## src/rtl/fp64_pkg.sv

```systemverilog
// Shared fp64 constants, FSM state type and operand classification helpers.
// Imported by the sequential multiplier and divider.
package fp64_pkg;

  localparam int unsigned SIGN_W = 1;
  localparam int unsigned EXP_W  = 11;
  localparam int unsigned FRAC_W = 52;
  localparam int unsigned BIAS   = 1023;

  localparam logic [63:0]      QNAN    = 64'h7FF8000000000000;
  localparam logic [EXP_W-1:0] EXP_INF = 11'h7FF;

  typedef enum logic [1:0] {
    IDLE,
    MULT,
    NORM
  } state_t;

  function automatic logic fp_is_nan(input logic [63:0] x);
    return (x[62:52] == EXP_INF) && (x[FRAC_W-1:0] != '0);
  endfunction

  function automatic logic fp_is_inf(input logic [63:0] x);
    return (x[62:52] == EXP_INF) && (x[FRAC_W-1:0] == '0);
  endfunction

  // Subnormals are flushed: any zero exponent field counts as zero.
  function automatic logic fp_is_zero(input logic [63:0] x);
    return x[62:52] == '0;
  endfunction

endpackage

```

## src/rtl/fp64_mul_seq_if.sv

```systemverilog
// Start/done request bus shared by the sequential fp64 arithmetic units.
interface fp64_mul_seq_if;
  logic        i_start;
  logic [63:0] i_a;
  logic [63:0] i_b;
  logic        o_busy;
  logic        o_done;
  logic [63:0] o_z;
  logic        o_invalid;
  logic        o_overflow;
  logic        o_underflow;

  modport master (
    output i_start, i_a, i_b,
    input  o_busy, o_done, o_z, o_invalid, o_overflow, o_underflow
  );

  modport slave (
    input  i_start, i_a, i_b,
    output o_busy, o_done, o_z, o_invalid, o_overflow, o_underflow
  );
endinterface

```

## src/rtl/fp64_round_pack.sv

```systemverilog
// Normalizes a 106-bit significand product, rounds to nearest-even and packs
// an fp64 result with overflow/underflow saturation.
module fp64_round_pack
  import fp64_pkg::*;
(
  input  logic               i_sign,
  input  logic signed [12:0] i_exp,
  input  logic [105:0]       i_prod,
  output logic [63:0]        o_z,
  output logic               o_overflow,
  output logic               o_underflow
);

  logic               w_hi;
  logic [51:0]        w_mant;
  logic               w_guard;
  logic               w_sticky;
  logic               w_round_up;
  logic [52:0]        w_mant_rnd;
  logic signed [12:0] w_exp_norm;
  logic signed [12:0] w_exp_fin;

  always_comb begin
    w_hi       = i_prod[105];
    w_mant     = w_hi ? i_prod[104:53] : i_prod[103:52];
    w_guard    = w_hi ? i_prod[52] : i_prod[51];
    w_sticky   = w_hi ? (|i_prod[51:0]) : (|i_prod[50:0]);
    w_exp_norm = i_exp + (w_hi ? 13'sd1 : 13'sd0);
    w_round_up = w_guard & (w_sticky | w_mant[0]);
    // A carry out of the mantissa means it rolled over to 2.0: fraction is already 0.
    w_mant_rnd = {1'b0, w_mant} + {52'd0, w_round_up};
    w_exp_fin  = w_exp_norm + (w_mant_rnd[52] ? 13'sd1 : 13'sd0);

    o_overflow  = 1'b0;
    o_underflow = 1'b0;
    if (w_exp_fin >= 13'sd2047) begin
      o_z        = {i_sign, EXP_INF, 52'd0};
      o_overflow = 1'b1;
    end else if (w_exp_fin <= 13'sd0) begin
      o_z         = {i_sign, 63'd0};
      o_underflow = 1'b1;
    end else begin
      o_z = {i_sign, w_exp_fin[10:0], w_mant_rnd[51:0]};
    end
  end

endmodule

```

## src/rtl/fp64_mul_seq.sv

```systemverilog
// Sequential IEEE-754 double multiplier: iterative shift-add over the 53-bit
// significands, ITER_BITS multiplier bits per cycle, then round/pack.
module fp64_mul_seq
  import fp64_pkg::*;
#(
  parameter int unsigned ITER_BITS = 4
) (
  input  logic          clk,
  input  logic          reset,
  fp64_mul_seq_if.slave bus
);

  localparam int unsigned ITERS = (53 + ITER_BITS - 1) / ITER_BITS;
  localparam int unsigned BW    = ITERS * ITER_BITS;
  localparam int unsigned KW    = $clog2(ITERS);
  localparam int unsigned PPW   = 53 + ITER_BITS;

  state_t r_state, w_next;

  logic [105:0]       r_p;
  logic [52:0]        r_a;
  logic [BW-1:0]      r_b;
  logic [KW-1:0]      r_k;
  logic signed [12:0] r_exp;
  logic               r_sign;
  logic               r_special;
  logic [63:0]        r_spec_z;
  logic               r_spec_inv;
  logic [63:0]        r_z;
  logic               r_done;
  logic               r_invalid;
  logic               r_overflow;
  logic               r_underflow;

  logic               w_sign;
  logic signed [12:0] w_ea;
  logic signed [12:0] w_eb;
  logic signed [12:0] w_exp;
  logic [52:0]        w_sig_a;
  logic [52:0]        w_sig_b;
  logic               w_a_nan, w_b_nan, w_a_inf, w_b_inf, w_a_zero, w_b_zero;
  logic               w_invalid;
  logic               w_special;
  logic [63:0]        w_spec_z;
  logic [PPW-1:0]     w_pp_narrow;
  logic [105:0]       w_pp;
  logic [6:0]         w_shamt;
  logic [63:0]        w_rp_z;
  logic               w_rp_ovf;
  logic               w_rp_udf;

  always_comb begin
    w_sign   = bus.i_a[63] ^ bus.i_b[63];
    w_ea     = {2'b00, bus.i_a[62:52]};
    w_eb     = {2'b00, bus.i_b[62:52]};
    w_exp    = w_ea + w_eb - 13'sd1023;
    w_sig_a  = {1'b1, bus.i_a[FRAC_W-1:0]};
    w_sig_b  = {1'b1, bus.i_b[FRAC_W-1:0]};
    w_a_nan  = fp_is_nan(bus.i_a);
    w_b_nan  = fp_is_nan(bus.i_b);
    w_a_inf  = fp_is_inf(bus.i_a);
    w_b_inf  = fp_is_inf(bus.i_b);
    w_a_zero = fp_is_zero(bus.i_a);
    w_b_zero = fp_is_zero(bus.i_b);

    w_invalid = w_a_nan | w_b_nan | (w_a_inf & w_b_zero) | (w_b_inf & w_a_zero);
    w_special = w_invalid | w_a_inf | w_b_inf | w_a_zero | w_b_zero;
    if (w_invalid)             w_spec_z = QNAN;
    else if (w_a_inf | w_b_inf) w_spec_z = {w_sign, EXP_INF, 52'd0};
    else                       w_spec_z = {w_sign, 63'd0};
  end

  // High partial-product bits dropped by the shift are always zero: B is zero-extended.
  always_comb begin
    w_pp_narrow = {{ITER_BITS{1'b0}}, r_a} * {{53{1'b0}}, r_b[ITER_BITS-1:0]};
    w_shamt     = 7'(r_k) * 7'(ITER_BITS);
    w_pp        = {{(106-PPW){1'b0}}, w_pp_narrow} << w_shamt;
  end

  fp64_round_pack u_round_pack (
    .i_sign      (r_sign),
    .i_exp       (r_exp),
    .i_prod      (r_p),
    .o_z         (w_rp_z),
    .o_overflow  (w_rp_ovf),
    .o_underflow (w_rp_udf)
  );

  always_ff @(posedge clk) begin
    if (!reset) r_state <= IDLE;
    else        r_state <= w_next;
  end

  always_comb begin
    w_next = r_state;
    unique case (r_state)
      IDLE:    if (bus.i_start) w_next = w_special ? NORM : MULT;
      MULT:    if (r_k == KW'(ITERS - 1)) w_next = NORM;
      NORM:    w_next = IDLE;
      default: w_next = IDLE;
    endcase
  end

  always_ff @(posedge clk) begin
    if (!reset) begin
      r_p         <= '0;
      r_a         <= '0;
      r_b         <= '0;
      r_k         <= '0;
      r_exp       <= '0;
      r_sign      <= 1'b0;
      r_special   <= 1'b0;
      r_spec_z    <= '0;
      r_spec_inv  <= 1'b0;
      r_z         <= '0;
      r_done      <= 1'b0;
      r_invalid   <= 1'b0;
      r_overflow  <= 1'b0;
      r_underflow <= 1'b0;
    end else begin
      r_done <= 1'b0;
      unique case (r_state)
        IDLE: begin
          if (bus.i_start) begin
            r_sign      <= w_sign;
            r_exp       <= w_exp;
            r_a         <= w_sig_a;
            r_b         <= BW'(w_sig_b);
            r_p         <= '0;
            r_k         <= '0;
            r_special   <= w_special;
            r_spec_z    <= w_spec_z;
            r_spec_inv  <= w_invalid;
            r_invalid   <= 1'b0;
            r_overflow  <= 1'b0;
            r_underflow <= 1'b0;
          end
        end
        MULT: begin
          r_p <= r_p + w_pp;
          r_b <= r_b >> ITER_BITS;
          r_k <= r_k + KW'(1);
        end
        NORM: begin
          r_done <= 1'b1;
          if (r_special) begin
            r_z       <= r_spec_z;
            r_invalid <= r_spec_inv;
          end else begin
            r_z         <= w_rp_z;
            r_overflow  <= w_rp_ovf;
            r_underflow <= w_rp_udf;
          end
        end
        default: ;
      endcase
    end
  end

  assign bus.o_busy      = (r_state != IDLE);
  assign bus.o_done      = r_done;
  assign bus.o_z         = r_z;
  assign bus.o_invalid   = r_invalid;
  assign bus.o_overflow  = r_overflow;
  assign bus.o_underflow = r_underflow;

endmodule

```

## src/flat_wrapper.sv

```systemverilog
// flat-port wrapper written by rule: the top's interface ports become plain ports
module fp64_mul_seq_flat import fp64_pkg::*;
#(
  parameter int unsigned ITER_BITS = 4
)
  (clk, reset, bus_i_start, bus_i_a, bus_i_b, bus_o_busy, bus_o_done, bus_o_z, bus_o_invalid, bus_o_overflow, bus_o_underflow);
  fp64_mul_seq_if bus_i ();
  input  logic clk;
  input  logic reset;
  input wire logic [$bits(bus_i.i_start)-1:0] bus_i_start;
  input wire logic [$bits(bus_i.i_a)-1:0] bus_i_a;
  input wire logic [$bits(bus_i.i_b)-1:0] bus_i_b;
  output wire logic [$bits(bus_i.o_busy)-1:0] bus_o_busy;
  output wire logic [$bits(bus_i.o_done)-1:0] bus_o_done;
  output wire logic [$bits(bus_i.o_z)-1:0] bus_o_z;
  output wire logic [$bits(bus_i.o_invalid)-1:0] bus_o_invalid;
  output wire logic [$bits(bus_i.o_overflow)-1:0] bus_o_overflow;
  output wire logic [$bits(bus_i.o_underflow)-1:0] bus_o_underflow;
  assign bus_i.i_start = bus_i_start;
  assign bus_i.i_a = bus_i_a;
  assign bus_i.i_b = bus_i_b;
  assign bus_o_busy = bus_i.o_busy;
  assign bus_o_done = bus_i.o_done;
  assign bus_o_z = bus_i.o_z;
  assign bus_o_invalid = bus_i.o_invalid;
  assign bus_o_overflow = bus_i.o_overflow;
  assign bus_o_underflow = bus_i.o_underflow;
  fp64_mul_seq #(.ITER_BITS(ITER_BITS)) u_core (.clk(clk), .reset(reset), .bus(bus_i));
endmodule
```

## config.mk

```make
export PLATFORM = sky130hd
export DESIGN_NAME = fp64_mul_seq_flat
export DESIGN_NICKNAME = d
export VERILOG_FILES = /design/src/rtl/fp64_pkg.sv /design/src/rtl/fp64_mul_seq_if.sv /design/src/rtl/fp64_round_pack.sv /design/src/rtl/fp64_mul_seq.sv /design/src/flat_wrapper.sv
export SDC_FILE = /design/constraint.sdc
export NUM_CORES = 2
export LEC_CHECK = 0
export CORE_UTILIZATION = 40
export DETAILED_ROUTE_END_ITERATION = 12
export GPL_TIMING_DRIVEN = 0
export PLACE_DENSITY = 0.61
export SKIP_LAST_GASP = 1
export SLEW_MARGIN = 20
export SYNTH_ARGS = -nofsm -noshare
export SYNTH_HDL_FRONTEND = slang
export SYNTH_SLANG_ARGS = --single-unit
```

## constraint.sdc

```tcl
create_clock -name clk -period 9.5 [get_ports clk]
set_input_delay 1.425 -clock clk [delete_from_list [all_inputs] [get_ports clk]]
set_output_delay 1.425 -clock clk [all_outputs]
set_load 0.1 [all_outputs]
```

==> impl_results.md <==
- Worst reg2reg startpoint: u_core.r_b[3]
- Gate count of the mapped netlist: 4306
- Clock H-tree levels: 2
- Worst slew margin: 0.220
- CTS sink count: 304
- Number of flops mapped to enable cells by yosys: 0
- Peak fanout along the critical path: 10
- CP max stage cell: sky130_fd_sc_hd__or4_1
- Ratio of total power to cell area: 111 nW/um^2
- Max Cap Viol: 0
- All-Layer GR Usage: 0.308
- Via total after detailed routing: 33200
- Crit Path Category: flop to flop
- Boundary pin count: 200
- Worst hold margin: 0.453 ns
- Source of the worst hold timing path: u_core.bus.o_z[21]
- Dominant register cell in the synthesized netlist: sky130_fd_sc_hd__dfxtp_1
- Die Outline Area: 79500 sq um
- Cell type contributing the most total cell area after synthesis: sky130_fd_sc_hd__dfxtp_1
- Post-Syn Area per Cell: 7.28 sq um
- Setup crit end kind: flop
- Endpoint of the most critical register-to-register path: u_core.r_p[105]
- Global-route wire length before repair: 189000 um
- Num CTS Buffers: 39
- Estimated wirelength of the detail-placed design: 100000 um
- Hold Vio Cnt, Final: 0
- Async S/R FF share, synth: 0
- Core area: 77500 sq um
- Clk_skew: 0.0213 ns
- Nets@finish: 4962
- Die span in y: 282 um
- Maximum number of pins on one net before global-route repair: 20
- Number of cells on the worst hold path: 2
- Count of yosys warnings during synthesis: 0
- Commonest cells in the netlist: 514 x sky130_fd_sc_hd__nand2_1, 456 x sky130_fd_sc_hd__nor2_1, 410 x sky130_fd_sc_hd__a21oi_1
- Initial antenna violation count: 2
- Die extent in x: 282 um
- Netlist Area Pre-Place: 31300 sq um
- Outcome: finished, final reports clean
- Routed WL per cell: 22.1 um
- Count of antenna-violating nets left after detailed routing: 0
- Share of the synthesized area in the top cell type: 0.194
- Via count of the first global-routing pass: 31400
- Vias per inst: 5.92
- RSZ-0062 raised after global routing: false
- Top-count cell post-synth: sky130_fd_sc_hd__nand2_1
- Post-route setup slack: 0.258 ns
- Reg2Reg Setup Slack: 0.26 ns
- Final weighted congestion of routability-driven global placement: 1.02
- Starting DRC count in detailed routing: 3108
- TritonCTS clock tree: yes
- Final min period: 9.24 ns
- Layout Area Growth over Synthesis: 15.2%
- Clock Tree Buf Depth: 3
- Worst r2r path cells: 29
- Timing-limited maximum frequency: 108 MHz
- Share of the cycle needed by the critical path after routing: 0.973
- Number of buffers inserted for hold repair after clock tree synthesis: 0
- Number of setup violations in the final report: 0
- Maximum VDD drop: 91.8 uV
- Residual overflow from global routing: 0
- Data required, critical path: 9.96 ns
- Overall routed net length: 124000 um
- Remaining DRCs: 0
- Leakage component of the power: 14.7 nW
- PnR Total Power: 4.00 mW
- Startpoint type of the worst setup path: flop
- Number of detailed-route iterations in the first pass: 6
- Final antenna diode count: 0
- Clock tree root driver cell: sky130_fd_sc_hd__clkbuf_16
- Hold WC Path Type: flop to flop
- Flops & latches, synth: 304
- Final Max Slew Viols: 0
- Highest cell delay on the worst timing path: 0.61 ns
- Crit path arrival time: 9.70 ns
- Net count after synthesis: 4727
- Worst-skew pair later-pin latency: 0.59 ns
- Placed cell count: 5545
- Share of final-layout standard cells stronger than drive strength 1: 0.0490
- Top cells by area in the synthesized netlist: sky130_fd_sc_hd__dfxtp_1 19%, sky130_fd_sc_hd__ha_1 7.4%, sky130_fd_sc_hd__fa_1 6.7%
- Setup Slack @ Placement: -0.643 ns
- Worst Max-Slew Pin Slew: 1.17 ns
- Clock transition at path regs: 0.06 ns
- Number of buffers added on ports: 199
- Starting density of the core: 0.404
- Final cell count without fillers: 5609
- Terminating pin of the worst hold path: u_core.bus.o_z[21]
- Number of core rows: 102
- Number of distinct standard cells referenced by the synthesized netlist: 106
- Sequential element share of the synthesized area: 0.194
## area by class of cell
cell class	count	area (sq um)
Fill cell	7999	41400
Multi-Input combinational cell	3451	23300
Sequential cell	304	6090
Timing Repair Buffer	201	2010
Tap cell	1040	1300
Clock buffer	54	1090
Inverter	283	1060
Buffer	261	1040
Clock inverter	15	178
## layout by cell type, fill, tap and decap left out, types with 56 or more instances in the layout
master | Yosys | routed
sky130_fd_sc_hd__ha_1 | 185 | 185
sky130_fd_sc_hd__a22oi_1 | 95 | 95
sky130_fd_sc_hd__clkbuf_1 | 218 | 209
sky130_fd_sc_hd__o21ai_0 | 200 | 195
sky130_fd_sc_hd__inv_1 | 279 | 279
sky130_fd_sc_hd__nand3_1 | 92 | 92
sky130_fd_sc_hd__dfxtp_1 | 304 | 301
sky130_fd_sc_hd__a21o_1 | 91 | 91
sky130_fd_sc_hd__nor2_1 | 456 | 456
sky130_fd_sc_hd__xor2_1 | 74 | 73
sky130_fd_sc_hd__mux2i_1 | 65 | 63
sky130_fd_sc_hd__clkdlybuf4s50_1 | 0 | 199
sky130_fd_sc_hd__nand4_1 | 85 | 85
sky130_fd_sc_hd__nand2_1 | 514 | 514
sky130_fd_sc_hd__and2_1 | 182 | 182
sky130_fd_sc_hd__a21oi_1 | 410 | 406
sky130_fd_sc_hd__xnor2_1 | 114 | 112
sky130_fd_sc_hd__o221ai_1 | 59 | 59
sky130_fd_sc_hd__fa_1 | 105 | 105
sky130_fd_sc_hd__nor4_1 | 60 | 56
## per-stage QoR
| stage | TNS, ns | utilization | cell area [sq um] |
|---|---|---|---|
| 3_5_place_dp | -19.68 | 0.447 | 34600 |
| 4_1_cts | 0 | 0.464 | 36000 |
| 5_1_grt | 0 | 0.466 | 36100 |
| 3_3_place_gp | -36.92 | 0.447 | 34600 |
| 6_report | 0 | 0.466 | 36100 |
| 2_1_floorplan | 0 | - | 31300 |
## flip-flops by register name, indices dropped and copies added, names as in the netlist
| name | count |
|---|---|
| u_core.r_k | 4 |
| u_core.bus.o_overflow | 1 |
| u_core.r_sign | 1 |
| u_core.r_special | 1 |
| u_core.bus.o_done | 1 |
| u_core.r_a | 53 |
| u_core.r_state | 2 |
| u_core.bus.o_invalid | 1 |
| u_core.r_b | 53 |
| u_core.bus.o_z | 64 |
| u_core.bus.o_underflow | 1 |
| u_core.r_spec_z | 3 |
| u_core.r_exp | 13 |
| u_core.r_p | 106 |
## routing by layer
layer / share of wire / global-route usage / up-vias
li1: - / - / 15800
met2: 0.43 / 0.477 / 1283
met4: 0.048 / 0.129 / 0
met3: 0.080 / 0.0588 / 250
met1: 0.44 / 0.416 / 15900
met5: 0 / 0 / -
## logic make-up (layout without fill, tap and decap cells)
logic type | after synthesis | count (layout) | synth area share
buffers and inverters | 551 | 814 | 0.0674
adders and majority gates | 290 | 290 | 0.141
AOI/OAI and AO/OA | 1253 | 1253 | 0.261
and+or+nand+nor | 1619 | 1619 | 0.245
DFF | 304 | 304 | 0.194
muxes | 101 | 101 | 0.0387
xor gates and xnor gates | 188 | 188 | 0.0525
## critical path: cells and delay by family (launching register included)
kind                     cells  cell delay (ns)
AO/OA/AOI/OAI               11             3.07
AND/OR/NAND/NOR              8             2.40
adder cells (fa/ha/maj)      4             1.79
buffers and inverters        4             0.60
multiplexers                 1             0.60
flip-flops                   1             0.43
XOR/XNOR                     1             0.20
## worst max path at each step
stage,startpoint,depth (start not counted),end
after global routing,u_core.r_b[3],29,u_core.r_p[105]
after detailed placement,u_core.r_b[3],31,u_core.r_p[100]
final,u_core.r_b[3],29,u_core.r_p[105]
after global placement,u_core.r_p[105],30,u_core.bus.o_z[14]
after floorplan,u_core.r_b[3],31,u_core.r_p[94]
after CTS,u_core.r_b[3],30,u_core.r_p[105]
## where the power goes
part	switching, mW	internal, mW	total [mW]	leakage, nW
clock network	0.637	0.889	1.53	0.623
registers	0.0617	1.33	1.39	2.48
logic	0.713	0.369	1.08	11.6
total	1.41	2.59	4.00	14.7
## repair_timing
item	4_1_cts	5_1_grt
setup endpoints to repair	73	77
pin swaps	0	2
buffers inserted	0	2
gates resized for setup	17	41
hold endpoints to repair	0	0
Note: power is estimated with default switching activity, not from simulation.
